<file path="config.mk">
export PLATFORM = sky130hd
export DESIGN_NAME = ram_fifo_ctrl
export DESIGN_NICKNAME = d
export VERILOG_FILES = /design/src/rtl/ram_fifo_ctrl.sv
export SDC_FILE = /design/constraint.sdc
export NUM_CORES = 1
export LEC_CHECK = 0
export CAP_MARGIN = 20
export CELL_PAD_IN_SITES_DETAIL_PLACEMENT = 1
export CELL_PAD_IN_SITES_GLOBAL_PLACEMENT = 1
export CORE_AREA = 2 2 207 209
export CTS_BUF_LIST = sky130_fd_sc_hd__clkbuf_4
export DETAILED_ROUTE_END_ITERATION = 12
export DIE_AREA = 0 0 209 211
export PLACE_DENSITY = 0.65
export SYNTH_ARGS = -nofsm -noshare
export SYNTH_HDL_FRONTEND = slang
export SYNTH_SLANG_ARGS = --single-unit
</file>
<file path="constraint.sdc">
create_clock -name clk -period 2.4 [get_ports clk]
set_input_delay 0.48 -clock clk [delete_from_list [all_inputs] [get_ports clk]]
set_output_delay 0.48 -clock clk [all_outputs]
set_load 0.01 [all_outputs]
</file>
<file path="src/rtl/ram_fifo_ctrl.sv">
// Valid/ready FIFO controller for a single-port RAM with a registered read address.
// Define RAM_FIFO_FLAGS_EN to add registered full/empty/almost_full outputs.
module ram_fifo_ctrl #(
    parameter int DATA_W = 128,
    parameter int ADDR_W = 3,
    parameter int DEPTH  = 8
`ifdef RAM_FIFO_FLAGS_EN
    , parameter int AFULL_THRESH = 6
`endif
) (
    input  logic              clk,
    input  logic              rst,
    input  logic              in_valid,
    output logic              in_ready,
    input  logic [DATA_W-1:0] in_data,
    output logic              out_valid,
    input  logic              out_ready,
    output logic [DATA_W-1:0] out_data,
    output logic [ADDR_W:0]   count,
    output logic              ram_wr_en,
    output logic [ADDR_W-1:0] ram_addr,
    output logic [DATA_W-1:0] ram_data_in,
    input  logic [DATA_W-1:0] ram_data_out
`ifdef RAM_FIFO_FLAGS_EN
    , output logic            full,
    output logic              empty,
    output logic              almost_full
`endif
);
    typedef enum logic {GNT_READ = 1'b0, GNT_WRITE = 1'b1} grant_e;

    localparam logic [ADDR_W:0] DEPTH_C = (ADDR_W+1)'(DEPTH);

    logic [ADDR_W-1:0] wr_ptr, rd_ptr;
    logic [ADDR_W:0]   ram_cnt, ram_cnt_nxt;
    logic              rd_pend;
    grant_e            last_grant;
    logic              read_req, write_ok, wr_gnt, rd_gnt, out_valid_nxt;

    assign read_req  = (ram_cnt != '0) && !out_valid && !rd_pend;
    assign write_ok  = ram_cnt < DEPTH_C;
    // A read that lost the last tie blocks writes, so ties alternate.
    assign in_ready  = !rst && write_ok && !(read_req && last_grant == GNT_WRITE);
    assign wr_gnt    = in_valid && in_ready;
    assign rd_gnt    = !rst && read_req && !wr_gnt;

    assign ram_wr_en   = wr_gnt;
    assign ram_addr    = wr_gnt ? wr_ptr : rd_ptr;
    assign ram_data_in = in_data;

    always_comb begin
        ram_cnt_nxt = ram_cnt;
        if (wr_gnt)      ram_cnt_nxt = ram_cnt + (ADDR_W+1)'(1);
        else if (rd_gnt) ram_cnt_nxt = ram_cnt - (ADDR_W+1)'(1);
    end

    // Capture and pop never coincide: a read is only issued while out_valid=0.
    assign out_valid_nxt = rd_pend || (out_valid && !out_ready);

    assign count = ram_cnt + (ADDR_W+1)'(rd_pend) + (ADDR_W+1)'(out_valid);

    always_ff @(posedge clk) begin
        if (rst) begin
            wr_ptr     <= '0;
            rd_ptr     <= '0;
            ram_cnt    <= '0;
            rd_pend    <= 1'b0;
            out_valid  <= 1'b0;
            out_data   <= '0;
            last_grant <= GNT_READ;
        end else begin
            ram_cnt   <= ram_cnt_nxt;
            rd_pend   <= rd_gnt;
            out_valid <= out_valid_nxt;
            if (wr_gnt) begin
                wr_ptr     <= wr_ptr + ADDR_W'(1);
                last_grant <= GNT_WRITE;
            end else if (rd_gnt) begin
                rd_ptr     <= rd_ptr + ADDR_W'(1);
                last_grant <= GNT_READ;
            end
            if (rd_pend) out_data <= ram_data_out;
        end
    end

`ifdef RAM_FIFO_FLAGS_EN
    localparam logic [ADDR_W:0] FULL_C  = (ADDR_W+1)'(DEPTH + 1);
    localparam logic [ADDR_W:0] AFULL_C = (ADDR_W+1)'(AFULL_THRESH);

    logic [ADDR_W:0] cnt_nxt;
    assign cnt_nxt = ram_cnt_nxt + (ADDR_W+1)'(rd_gnt) + (ADDR_W+1)'(out_valid_nxt);

    always_ff @(posedge clk) begin
        if (rst) begin
            full        <= 1'b0;
            empty       <= 1'b1;
            almost_full <= 1'b0;
        end else begin
            full        <= cnt_nxt == FULL_C;
            empty       <= cnt_nxt == '0;
            almost_full <= cnt_nxt >= AFULL_C;
        end
    end
`endif
endmodule

</file>
==> flow_summary.yaml, run 1 <==
timing:
  slew_violations: 0
  skew_ns: 0.0176
  worst_slack_ns: -0.542
  hold_viol: 0
  finalSetupViolCount: 11
  final.period_utilization_pct: 123
  fmax_mhz: 340
  min_period_ns: 2.94
  slew_headroom_pct: 38.9
  rsz0062_at_grt: "true"
  tightest_slew_ns: 0.917
finish:
  fin_area_um2: 9100
  final_util_pct: 21.8
  drive_gt1_share_pct: 11.9
  finalNonFillerCells: 1332
  areaGrowthSynthToFinish_pct: 47.5
  mostFrequentLayoutCell: "clkdlybuf4s50_1"
  final_cell_mix: "259 x clkdlybuf4s50_1, 138 x nor2_1, 136 x dfxtp_1, 131 x mux2i_1, 22 x buf_4"
  fin_nets: 1046
synth:
  synth_top_area_share_pct: 45.8
  ys_seq_area_share_pct: 45.8
  synth.mux.area_fraction_pct: 21.8
  synthCells: 622
  synth_top_family_by_area: "multiplexers"
  synth_compound_area_share_pct: 1.34
  ys_top_cells_by_area: "dfxtp_1 46%, mux2i_1 21%, buf_4 16%"
  ys_warn_count: 0
  synth_top_area_cell: "dfxtp_1"
  ys_ff_latch: 141
  syn_area_um2: 6170
  synth_cell_types: 33
  yosys.area_share.xor_xnor_pct: 1.14
  synth_nets: 889
  synth_simple_gate_area_share_pct: 10.2
  synth_fa_ha_area_share_pct: 1.66
  synth_area_per_cell_um2: 9.92
hold_path:
  hold_class: "input port to register"
  min_from: "ram_data_out[11]"
  whs_path_depth: 3
  holdPathEnd: "out_data[11]"
placement:
  placed_cells: 1289
  portBuffers: 269
  dpl-instance-area_um2: 8620
  post-place-ws_ns: -0.380
  dp_hpwl_um: 17200
  place_congestion: 0.708
floorplanning:
  die_width_um: 209
  initial_core_util_pct: 14.8
  io_pins: 526
  die_area_um2: 44100
  coreArea_um2: 41800
  core.rowCount: 75
  die_h_um: 211
grt:
  grt_max_degree: 142
  top_usage_layer: "met2"
  grt_pass1_vias: 5296
  antenna_found_initial: 1
  use_met2_pct: 16.4
  grtUsageTotal_pct: 10.4
  use_met1_pct: 10.2
  met3_usage_pct: 6.35
  grt_overflow: 0
  grt_first_pass_wirelength_um: 33200
power:
  p_total_mw: 8.64
  irDropWorstVdd_mv: 0.369
  p_per_area_nw_per_um2: 949
  leakagePower_nw: 3.31
run_status:
  violations: "setup timing"
  status: "finished with violations"
detailed_routing:
  wl_per_cell_um: 17.1
  antenna_left: 0
  wirelength_um: 22800
  drt-pass1-iter-count: 4
  avgViaCountPerCell: 3.62
  via_count: 4818
  drtIter0Drc: 138
  drc_errors: 0
cts:
  clk_pin_slew_ns: 0.14
  cts_tree: "yes"
  worstSkewPairLatency_ns: 0.67
  htreeDepth: 4
  cts-root-buf: "clkbuf_4"
  numCtsBuffers: 17
  clock_sinks: 141
  clk_path_buf_depth: 2
worst_setup_path:
  rr_endpoint: "ram_cnt[3]"
  crit_type: "register to output pin"
  path_delay_family: "simple AND/OR/NAND/NOR gates"
  path_buf_inv: 2
  arrival_ns: 2.46
  worstPathRequired_ns: 1.92
  r2r.worst_path.cells: 11
  crit_path_max_fanout: 2
  critPathMaxStageDelay_ns: 0.54
  r2r_start: "ram_cnt[1]"
  path_cells: "or4_4 > and3_4 > nor3_4 > buf_6 > mux2_4 > buf_6"
  critPathMostFrequentCell: "buf_6"
  endpoint_kind: "output pin"
  reg2reg_setup_slack_ns: -0.17
  start_kind: "register"
  crit_path_top_delay_cell: "or4_4"
flow_run:
  cap_violations: 0
## tightest hold or removal path: cells and delay by family
kind,cells,cell delay [ns]
muxes,1,0.13
buffers and inverters,1,0.39
and+or+nand+nor,1,0.05
## cell type report
type / instances / area [um2]
repair buffers: 298 / 2930
clock inverters: 14 / 175
multi-input cells: 314 / 2320
fillers: 4771 / 32700
flip-flops and latches: 141 / 2830
diodes: 1 / 2.50
well taps: 539 / 674
inverters: 7 / 31.3
clock buffers: 18 / 135
## report_power, final
group          switching (mW)  total (mW)  internal, mW
logic                    1.66        3.72          2.07
registers               0.291        3.12          2.83
clock network           0.974        1.79         0.820
## cell usage after synthesis
cell type and n:
fa_1 2, nor2b_1 1, o2111ai_1 1, nand2_1 1, a21o_1 1, xnor2_1 4
mux2_2 3, nor3b_1 1, ha_1 5, and3_4 1, and2_2 1, a21oi_1 4
clkbuf_2 1, o21ai_0 1, a31oi_1 2, a311oi_1 1, o211a_1 1, dfxtp_1 141
nand2b_1 3, buf_1 8, nor2_1 138, clkbuf_1 15, o31a_2 1, or4_1 1
inv_1 7, buf_2 8, and2b_2 1, xor2_1 4, and3_1 2, mux2i_1 131
nor3_4 1, nor3_1 2, buf_4 128
## sequential cells by signal (all words and copies together) (netlist names)
name and cells:
out_data 128, ram_cnt 4, rd_ptr 3, wr_ptr 3, last_grant 1, out_valid 1
rd_pend 1
## how the worst max path moves through the flow
| stage | end | start | cells after the start | slack (ns) |
|---|---|---|---|---|
| CTS | ram_addr[2] | ram_cnt[1] | 6 | -0.72 |
| detailed placement | ram_addr[0] | ram_cnt[3] | 6 | -0.38 |
| global placement | ram_addr[0] | in_valid | 6 | -0.34 |
| finish | ram_addr[2] | ram_cnt[1] | 6 | -0.54 |
| global route | ram_addr[2] | ram_cnt[1] | 6 | -0.72 |
| floorplan | ram_cnt[3] | ram_cnt[3] | 10 | -0.18 |
## stage by stage
step	hold WS [ns]	setup TNS, ns
2_1_floorplan	0.467	-0.214
3_3_place_gp	0.471	-1.41
3_5_place_dp	0.485	-1.77
4_1_cts	0.229	-4.36
5_1_grt	0.298	-4.89
6_report	0.412	-3.10
## kinds of logic after synthesis
family | Yosys count
AND/OR/NAND/NOR | 153
XOR/XNOR | 8
multiplexers | 134
buffers and inverters | 167
AO/OA/AOI/OAI | 12
flip-flops | 141
adder cells (fa/ha/maj) | 7
## layer usage
layer	vias up	part of all wire, %
met5	-	0.18
met4	2	5.2
met3	95	11
met2	277	47
met1	2225	36
li1	2219	-
## timing repair
item,in CTS,in global routing
hold buffers,0,0
hold endpoints to repair,0,0
endpoints found under the setup margin,12,19
buffers inserted,9,4
pin swaps,7,6
gates resized for setup,64,8
Power figures use the tool's default switching activity.
==> inputs of run 2 (changes only) <==
--- a/config.mk
+++ b/config.mk
@@ -10,9 +10,11 @@
 export CELL_PAD_IN_SITES_GLOBAL_PLACEMENT = 1
 export CORE_AREA = 2 2 207 209
 export CTS_BUF_LIST = sky130_fd_sc_hd__clkbuf_4
+export CTS_CLUSTER_SIZE = 16
 export DETAILED_ROUTE_END_ITERATION = 12
 export DIE_AREA = 0 0 209 211
 export PLACE_DENSITY = 0.65
+export SKIP_CTS_REPAIR_TIMING = 1
 export SYNTH_ARGS = -nofsm -noshare
 export SYNTH_HDL_FRONTEND = slang
 export SYNTH_SLANG_ARGS = --single-unit
==> run 2 against run 1 <==
Effect of this change: final area fell by 0.38%; cell count shrank 0.38%; critical endpoint unchanged; first-iteration DRC count decreased by 23%; the run still ends with setup timing left; sequential share of layout area is 0.15 points higher; clock skew about the same; power shrank 0.27%; sequential power hardly changed; clock-buffer cell count is the same; flip-flop and latch count unchanged; wire length is essentially flat; largest power group unchanged; highest routed layer unchanged; clock power hardly changed.
==> flow_summary.yaml, run 2 (synthesis results as in run 1) <==
worst_setup_path:
  crit_path_top_delay_cell: "or4_4"
  crit_type: "register to output pin"
  startpoint: "ram_cnt[1]"
  endpoint_kind: "output pin"
  crit_path_max_fanout: 2
  worstPathRequired_ns: 1.92
  path_cells: "or4_4 > and3_4 > nor3_4 > buf_6 > mux2_4 > buf_6"
  critPathMostFrequentCell: "buf_6"
  r2r_start: "ram_cnt[1]"
  critPathMaxStageDelay_ns: 0.54
  start_kind: "register"
  arrival_ns: 2.46
finish:
  num-fill-cells: 4771
  seq_area_um2: 2830
  reg_top3: "out_data x128, ram_cnt x4"
  fin_nets: 1041
  areaGrowthSynthToFinish_pct: 46.9
  drive_gt1_share_pct: 11.7
  regMostFlops: "out_data"
  multiInputGateArea_um2: 2330
  final_cell_mix: "259 x clkdlybuf4s50_1, 138 x nor2_1, 136 x dfxtp_1, 131 x mux2i_1, 19 x buf_4"
  mostFrequentLayoutCell: "clkdlybuf4s50_1"
  largest_reg_flops: 128
timing:
  slew_headroom_pct: 38.4
  slew_violations: 0
  fmax_mhz: 341
  worst_slack_ns: -0.535
  final.period_utilization_pct: 122
  finalSetupViolCount: 10
  skew_ns: 0.0179
  hold_viol: 0
  min_period_ns: 2.94
  rsz0062_at_grt: "true"
  setup_tns_ns: -2.85
  fin_hold_ws_ns: 0.413
  tightest_slew_ns: 0.923
floorplanning:
  core.rowCount: 75
  io_pins: 526
  die_area_um2: 44100
  initial_core_util_pct: 14.8
  coreArea_um2: 41800
  die_width_um: 209
  die_h_um: 211
cts:
  cts_tree: "yes"
  clk_path_buf_depth: 2
  htreeDepth: 4
  worstSkewPairLatency_ns: 0.67
  cts-root-buf: "clkbuf_4"
  clk_pin_slew_ns: 0.14
  numCtsBuffers: 17
  clock_sinks: 141
detailed_routing:
  wl_per_cell_um: 17.2
  avgViaCountPerCell: 3.62
  wirelength_um: 22800
  drt-pass1-iter-count: 4
  dr_wl_met3_um: 2640
  routed.top_layer: "met5"
  via_count: 4808
  wl_met2_um: 10800
  drc_errors: 0
  antenna_left: 0
  met1_length_um: 8180
  drtIter0Drc: 106
flow_run:
  cap_violations: 0
run_status:
  violations: "setup timing"
  status: "finished with violations"
placement:
  portBuffers: 269
  dp_hpwl_um: 17200
  place_congestion: 0.708
grt:
  grt_pass1_vias: 5223
  grt_max_degree: 142
  antenna_found_initial: 1
  grt_first_pass_wirelength_um: 32700
  grtUsageTotal_pct: 10.3
  grt_overflow: 0
power:
  leakagePower_nw: 3.28
  p_per_area_nw_per_um2: 951
  irDropWorstVdd_mv: 0.369
hold_path:
  min_from: "ram_data_out[11]"
  hold_class: "input port to register"
-- run 2: cell count changes in the layout (fill, tap and decap cells not counted), sizes merged --
cell    before  now
clkbuf      18   19
buf         39   33
-- run 2: critical path, delay by kind of cell, from the launching register on --
kind                   cells  cell delay (ns)
flip-flops                 1             0.34
AND/OR/NAND/NOR            3             0.89
multiplexers               1             0.30
buffers and inverters      2             0.27
-- run 2: per-stage QoR --
| step | cells | power [mW] | area, um2 | utilization [%] | setup WS [ns] |
|---|---|---|---|---|---|
| after floorplan | 622 | 5.24 | 6190 | - | -0.184 |
| after global placement | 1289 | 6.65 | 8620 | 20.6 | -0.344 |
| after detailed placement | 1289 | 6.75 | 8620 | 20.6 | -0.380 |
| after CTS | 1321 | 8.68 | 8930 | 21.4 | -1.28 |
| after global routing | 1327 | 9.22 | 9070 | 21.7 | -0.732 |
| final | 1327 | 8.62 | 9070 | 21.7 | -0.535 |
-- run 2: layer usage --
| metal | global-route usage, % | vias up |
|---|---|---|
| met5 | 0.890 | - |
| met4 | 6.87 | 2 |
| met3 | 6.35 | 93 |
| met2 | 16.2 | 273 |
| met1 | 9.98 | 2235 |
| li1 | - | 2205 |
-- run 2: final timing paths --
check,endpoint,slack [ns],depth (start not counted)
worst max-delay path,ram_addr[2],-0.54,6
worst min-delay path,out_data[11],0.41,3
worst min register to register,out_data[11],0.51,2
worst max register to register,ram_cnt[3],-0.18,11
-- run 2: power by group --
part | leakage (nW) | switching (mW) | internal [mW] | total (mW)
Combinational | 1.97 | 1.66 | 2.04 | 3.69
Clock | 0.166 | 0.974 | 0.820 | 1.79
Sequential | 1.15 | 0.296 | 2.83 | 3.13
Total | 3.28 | 2.93 | 5.69 | 8.62
-- run 2: final cells by class --
cell class / instances / area share, %
multi-input cells: 314 / 25.7
repair buffers: 293 / 31.9
clock buffers: 18 / 1.49
clock inverters: 14 / 1.93
well taps: 539 / 7.44
diodes: 1 / 0.0276
inverters: 7 / 0.345
flip-flops and latches: 141 / 31.3
